$ cat config.mk
export PLATFORM = sky130hd
export DESIGN_NAME = register_file_16x16
export DESIGN_NICKNAME = d
export VERILOG_FILES = /design/src/rtl/register_file_16x16.sv
export SDC_FILE = /design/constraint.sdc
export NUM_CORES = 1
export LEC_CHECK = 0
export BUFFER_PORTS_ARGS = -buffer_cell sky130_fd_sc_hd__buf_2
export CAP_MARGIN = 15
export CORE_UTILIZATION = 65
export CTS_CLUSTER_SIZE = 24
export DETAILED_ROUTE_END_ITERATION = 6
export GPL_TIMING_DRIVEN = 1
export HOLD_SLACK_MARGIN = 0.1
export PLACE_DENSITY = 0.84
export REMOVE_ABC_BUFFERS = 1
export SLEW_MARGIN = 20
export SYNTH_ARGS = -nofsm -noshare
export SYNTH_HDL_FRONTEND = slang
export SYNTH_SLANG_ARGS = --single-unit
$ cat constraint.sdc
create_clock -name clk -period 3.1 [get_ports clk]
set_clock_uncertainty 0.1 [all_clocks]
set_input_delay 0.155 -clock clk [delete_from_list [all_inputs] [get_ports clk]]
set_output_delay 0.155 -clock clk [all_outputs]
set_load 0.1 [all_outputs]
$ cat src/rtl/register_file_16x16.sv
// register_file_16x16 -- 16 x 16-bit architectural register file for the WISC core.
//
// Two asynchronous read ports and one synchronous write port. R0 is hardwired to zero.
// Reads use one-hot wordlines from two always-enabled 4->16 read decoders feeding AND-OR
// bitlines; writes use a 4->16 decoder gated by WriteReg.
//
// Optional build macro: RF_BYPASS_EN
//   defined   : a write to register N is forwarded combinationally to any read port
//               addressing N in the same cycle (qualified by WriteReg, !rst, DstReg != 0).
//   undefined : a colliding read returns the old value; there is no path DstData -> SrcDataN.
//
// Ports:
//   clk      in   core clock, rising-edge state updates
//   rst      in   synchronous active-high reset, clears all entries, beats a write
//   SrcReg1  in   [3:0]  read port 1 register ID
//   SrcReg2  in   [3:0]  read port 2 register ID
//   DstReg   in   [3:0]  write port register ID
//   WriteReg in   write enable
//   DstData  in   [15:0] write data
//   SrcData1 out  [15:0] read port 1 data
//   SrcData2 out  [15:0] read port 2 data

module register_file_16x16 #(
    parameter int unsigned DATA_W   = 16,
    parameter int unsigned NUM_REGS = 16  // must stay 16 to match 4-bit register IDs
) (
    input  logic              clk,
    input  logic              rst,
    input  logic [3:0]        SrcReg1,
    input  logic [3:0]        SrcReg2,
    input  logic [3:0]        DstReg,
    input  logic              WriteReg,
    input  logic [DATA_W-1:0] DstData,
    output logic [DATA_W-1:0] SrcData1,
    output logic [DATA_W-1:0] SrcData2
);

    logic [DATA_W-1:0]   regs_q [NUM_REGS];
    logic [NUM_REGS-1:0] wr_wl;
    logic [NUM_REGS-1:0] rd1_wl;
    logic [NUM_REGS-1:0] rd2_wl;
    logic [DATA_W-1:0]   rd1_data;
    logic [DATA_W-1:0]   rd2_data;

    // Decoders. The write wordline for R0 is forced low so R0 can never be written.
    always_comb begin
        wr_wl          = '0;
        rd1_wl         = '0;
        rd2_wl         = '0;
        wr_wl[DstReg]  = WriteReg;
        wr_wl[0]       = 1'b0;
        rd1_wl[SrcReg1] = 1'b1;
        rd2_wl[SrcReg2] = 1'b1;
    end

    // Storage. Reset clears every entry and takes priority over any write in the same cycle.
    always_ff @(posedge clk) begin
        if (rst) begin
            for (int i = 0; i < NUM_REGS; i++) begin
                regs_q[i] <= '0;
            end
        end else begin
            for (int i = 1; i < NUM_REGS; i++) begin
                if (wr_wl[i]) begin
                    regs_q[i] <= DstData;
                end
            end
        end
    end

    // AND-OR bitlines. Entry 0 is left off the bitlines, so an ID-0 read drives zero
    // regardless of flop contents; the other terms are each gated by their wordline.
    always_comb begin
        rd1_data = '0;
        rd2_data = '0;
        for (int i = 1; i < NUM_REGS; i++) begin
            rd1_data = rd1_data | (regs_q[i] & {DATA_W{rd1_wl[i]}});
            rd2_data = rd2_data | (regs_q[i] & {DATA_W{rd2_wl[i]}});
        end
    end

`ifdef RF_BYPASS_EN
    logic wr_live;
    logic fwd1;
    logic fwd2;

    // A write only forwards if it would actually land in the array at the next edge.
    assign wr_live  = WriteReg && !rst && (DstReg != 4'h0);
    assign fwd1     = wr_live && (DstReg == SrcReg1);
    assign fwd2     = wr_live && (DstReg == SrcReg2);
    assign SrcData1 = fwd1 ? DstData : rd1_data;
    assign SrcData2 = fwd2 ? DstData : rd2_data;
`else
    assign SrcData1 = rd1_data;
    assign SrcData2 = rd2_data;
`endif

endmodule

==> tab_implementation.tex <==
\begin{tabular}{lr}
\hline
Metric & Value \\
\hline
\multicolumn{2}{l}{\textbf{Outcome}} \\
Status & finished, final reports clean \\
\multicolumn{2}{l}{\textbf{Synthesis}} \\
Synth Instances & 1034 \\
\#FFs+latches synth & 240 \\
Main synth FF type & edfxtp\_1 \\
Mapped cell area & approximately 12000 um\^{}2 \\
Syn avg cell area & 11.9 um\^{}2 \\
FFs w/ async S/R, synth & 0\% \\
Total of warnings raised by yosys & 0 \\
Sequential element share of the synthesized area & between 50\% and 60\% \\
Top area cells in the synthesized netlist & edfxtp\_1 (58\%), mux2i\_1 (6.9\%), nor2\_1 (5.4\%) \\
Post-synth EDFFs & 240 \\
Area leader, netlist & edfxtp\_1 \\
Top cell type's share of synthesized area & 58.3\% \\
Synth cell types & 57 \\
\multicolumn{2}{l}{\textbf{Setup path}} \\
Kind of start point of the critical path & input port \\
Type of the worst setup path & input port to output port \\
Data arrival time of the critical path & approximately 2.5 ns \\
Largest fanout on the critical path & 26 \\
Crit end category & output port \\
WP data required & between 2 and 3 ns \\
\multicolumn{2}{l}{\textbf{Cells and area}} \\
Layout overhead on the synthesized area & 15.6\% \\
Layout cells sized above 1 & approximately 17\% \\
Filler cells & 1157 \\
Flip-flop count of the largest register, all copies and words added & 240 \\
Multi-input gate area in the final layout & 4650 um\^{}2 \\
Top reg by flops & regs\_q \\
Leading cell types in the layout, fill and taps excluded & edfxtp\_1 (240), nor2\_1 (179), mux2i\_1 (85) \\
Most frequent standard cell in the layout excluding fill and tap cells & edfxtp\_1 \\
Final Net Count & 1139 \\
Register area & 7210 um\^{}2 \\
Number of antenna repair diodes & 0 \\
Share of the core filled with cells in the final layout & 76.6\% \\
Registers with the most flip-flops & regs\_q: 240 flops \\
\multicolumn{2}{l}{\textbf{Clock network}} \\
Clock-pin slew on the worst setup and hold paths & around 0.06 ns \\
Clk sink count & 240 \\
Postcts setup bufs & 0 \\
Buffer type at the clock tree root & clkbuf\_16 \\
Inserted Clock Buffers & 25 \\
Number of hold buffers added after cts & 7 \\
Count of cells resized by post-cts repair & 0 \\
Clk buf depth & 3 \\
Clock tree from TritonCTS & built \\
H-Tree Depth & 1 \\
\multicolumn{2}{l}{\textbf{Floorplan}} \\
Area of the die & 19600 um\^{}2 \\
Initial core utilization & 66.3\% \\
Site Rows & 50 \\
Height of the die & 140 um \\
Total core area & 18600 um\^{}2 \\
X dimension of the die & 140 um \\
IO Count & 63 \\
\multicolumn{2}{l}{\textbf{Route}} \\
Wire length on met3 & 6720 um \\
Final antenna-violating net count & 0 \\
Total wire length & between 40000 and 50000 um \\
Number of vias per cell after detailed routing & between 7 and 8 \\
DRC violation count after routing & 0 \\
Routed length on met1 & 14500 um \\
Uppermost layer routed & met4 \\
Total iterations of the first detailed-routing run & 6 \\
Met2 wirelength from detailed routing & 17900 um \\
Average wire per cell in the routed design & 30.4 um \\
Total number of vias & 10100 \\
1st-iter DRT viols & roughly 2000 \\
\multicolumn{2}{l}{\textbf{Power and ir drop}} \\
Static leakage & about 5.2 nW \\
Worst supply voltage drop on vdd & 0.448 mV \\
Ratio of total power to cell area & 602 nW/um\^{}2 \\
\multicolumn{2}{l}{\textbf{Timing}} \\
Final critical-path share of the clock period & between 80\% and 90\% \\
Rel. slew slack & 34.7\% \\
Tightest Pin Transition & 0.978 ns \\
Final Hold Fails & 0 \\
Setup repair after global routing missed its margin & false \\
Setup total negative slack & 0 ns \\
Highest achievable clock rate & 0.369 GHz \\
Max-slew violation count & 0 \\
Shortest clock period the worst path allows after layout & 2.71 ns \\
Final setup violation count & 0 \\
\multicolumn{2}{l}{\textbf{Placement}} \\
Routability-driven placement congestion ratio & 0.969 \\
IO buf count & 62 \\
Dpl hpwl & between 20000 and 30000 um \\
\multicolumn{2}{l}{\textbf{GRT}} \\
Number of global-route vias before repair & 9639 \\
Remaining global-route overflow & 0 \\
Total track usage & 42.2\% \\
Largest net degree at the start of global routing & 35 \\
Global-route wire length before repair & 59200 um \\
Antenna violations before repair & 0 \\
\multicolumn{2}{l}{\textbf{Run}} \\
Max-cap violations & 0 \\
\multicolumn{2}{l}{\textbf{Hold path}} \\
Worst min-delay path category & input port to flip-flop \\
\hline
\end{tabular}
[cell usage after synthesis, drive strengths merged (7+ instances only)]
cell type / n
mux4: 9
nand2b: 36
nand3: 15
mux2: 13
a221oi: 10
o211ai: 7
nor2: 179
mux2i: 85
nand2: 33
or3: 7
buf: 43
clkbuf: 44
a21oi: 29
nand4: 9
o21ai: 7
nor2b: 27
inv: 18
a22o: 13
a22oi: 77
o22ai: 37
edfxtp: 240
o2bb2ai: 7
or4: 7
nor3b: 7
o22a: 14
[kinds of logic after synthesis]
logic type      count (synthesis)  synth area share [%]
mux                           107                  9.71
simple gates                  341                  13.5
buf+inv                       105                  4.09
flops                         240                  58.3
compound gates                241                  14.4
[power breakdown]
part / internal (mW) / total, mW / switching [mW]
combinational: 0.548 / 1.69 / 1.14
sequential: 3.82 / 3.98 / 0.152
clock: 1.71 / 2.93 / 1.21
[per-layer routing]
metal  vias to the layer above  global-route usage [%]
met1                      4778                    58.9
li1                       4108                       -
met2                      1034                    62.4
met3                       202                    10.9
met4                         0                    19.7
met5                         -                       0
[worst paths after layout]
check	start	end	slack [ns]	cells past startpoint
worst max-delay path	SrcReg1[0]	SrcData1[8]	0.39	6
worst min-delay path	DstData[14]	regs_q[0][110]	0.11	3
[cell type report]
type                       count  area share, %
tap                          234           2.05
sequential                   240           50.5
timing repair buffer         134           9.01
multi-input combinational    689           32.5
clock inverter                12          0.929
clock buffer                  30           4.51
inverter                      18          0.473
[stage by stage]
stage | cell area (um^2) | hold WS (ns) | cells | total power [mW] | worst slack, ns
2_1_floorplan | 11900 | 0.429 | 947 | 4.94 | 0.557
3_3_place_gp | 13400 | 0.557 | 1308 | 5.63 | 0.637
3_5_place_dp | 13400 | 0.573 | 1308 | 5.66 | 0.596
4_1_cts | 14300 | 0.104 | 1357 | 8.52 | 0.542
5_1_grt | 14300 | 0.139 | 1357 | 8.72 | 0.439
6_report | 14300 | 0.113 | 1357 | 8.59 | 0.392
[critical path: stages]
cell and delay, ns:
buf_2 0.53, nand2b_1 0.36, nor3_1 0.71, a221oi_1 0.27, nand4_1 0.21, buf_12 0.19
No activity file was read; power rests on OpenSTA's default activity.
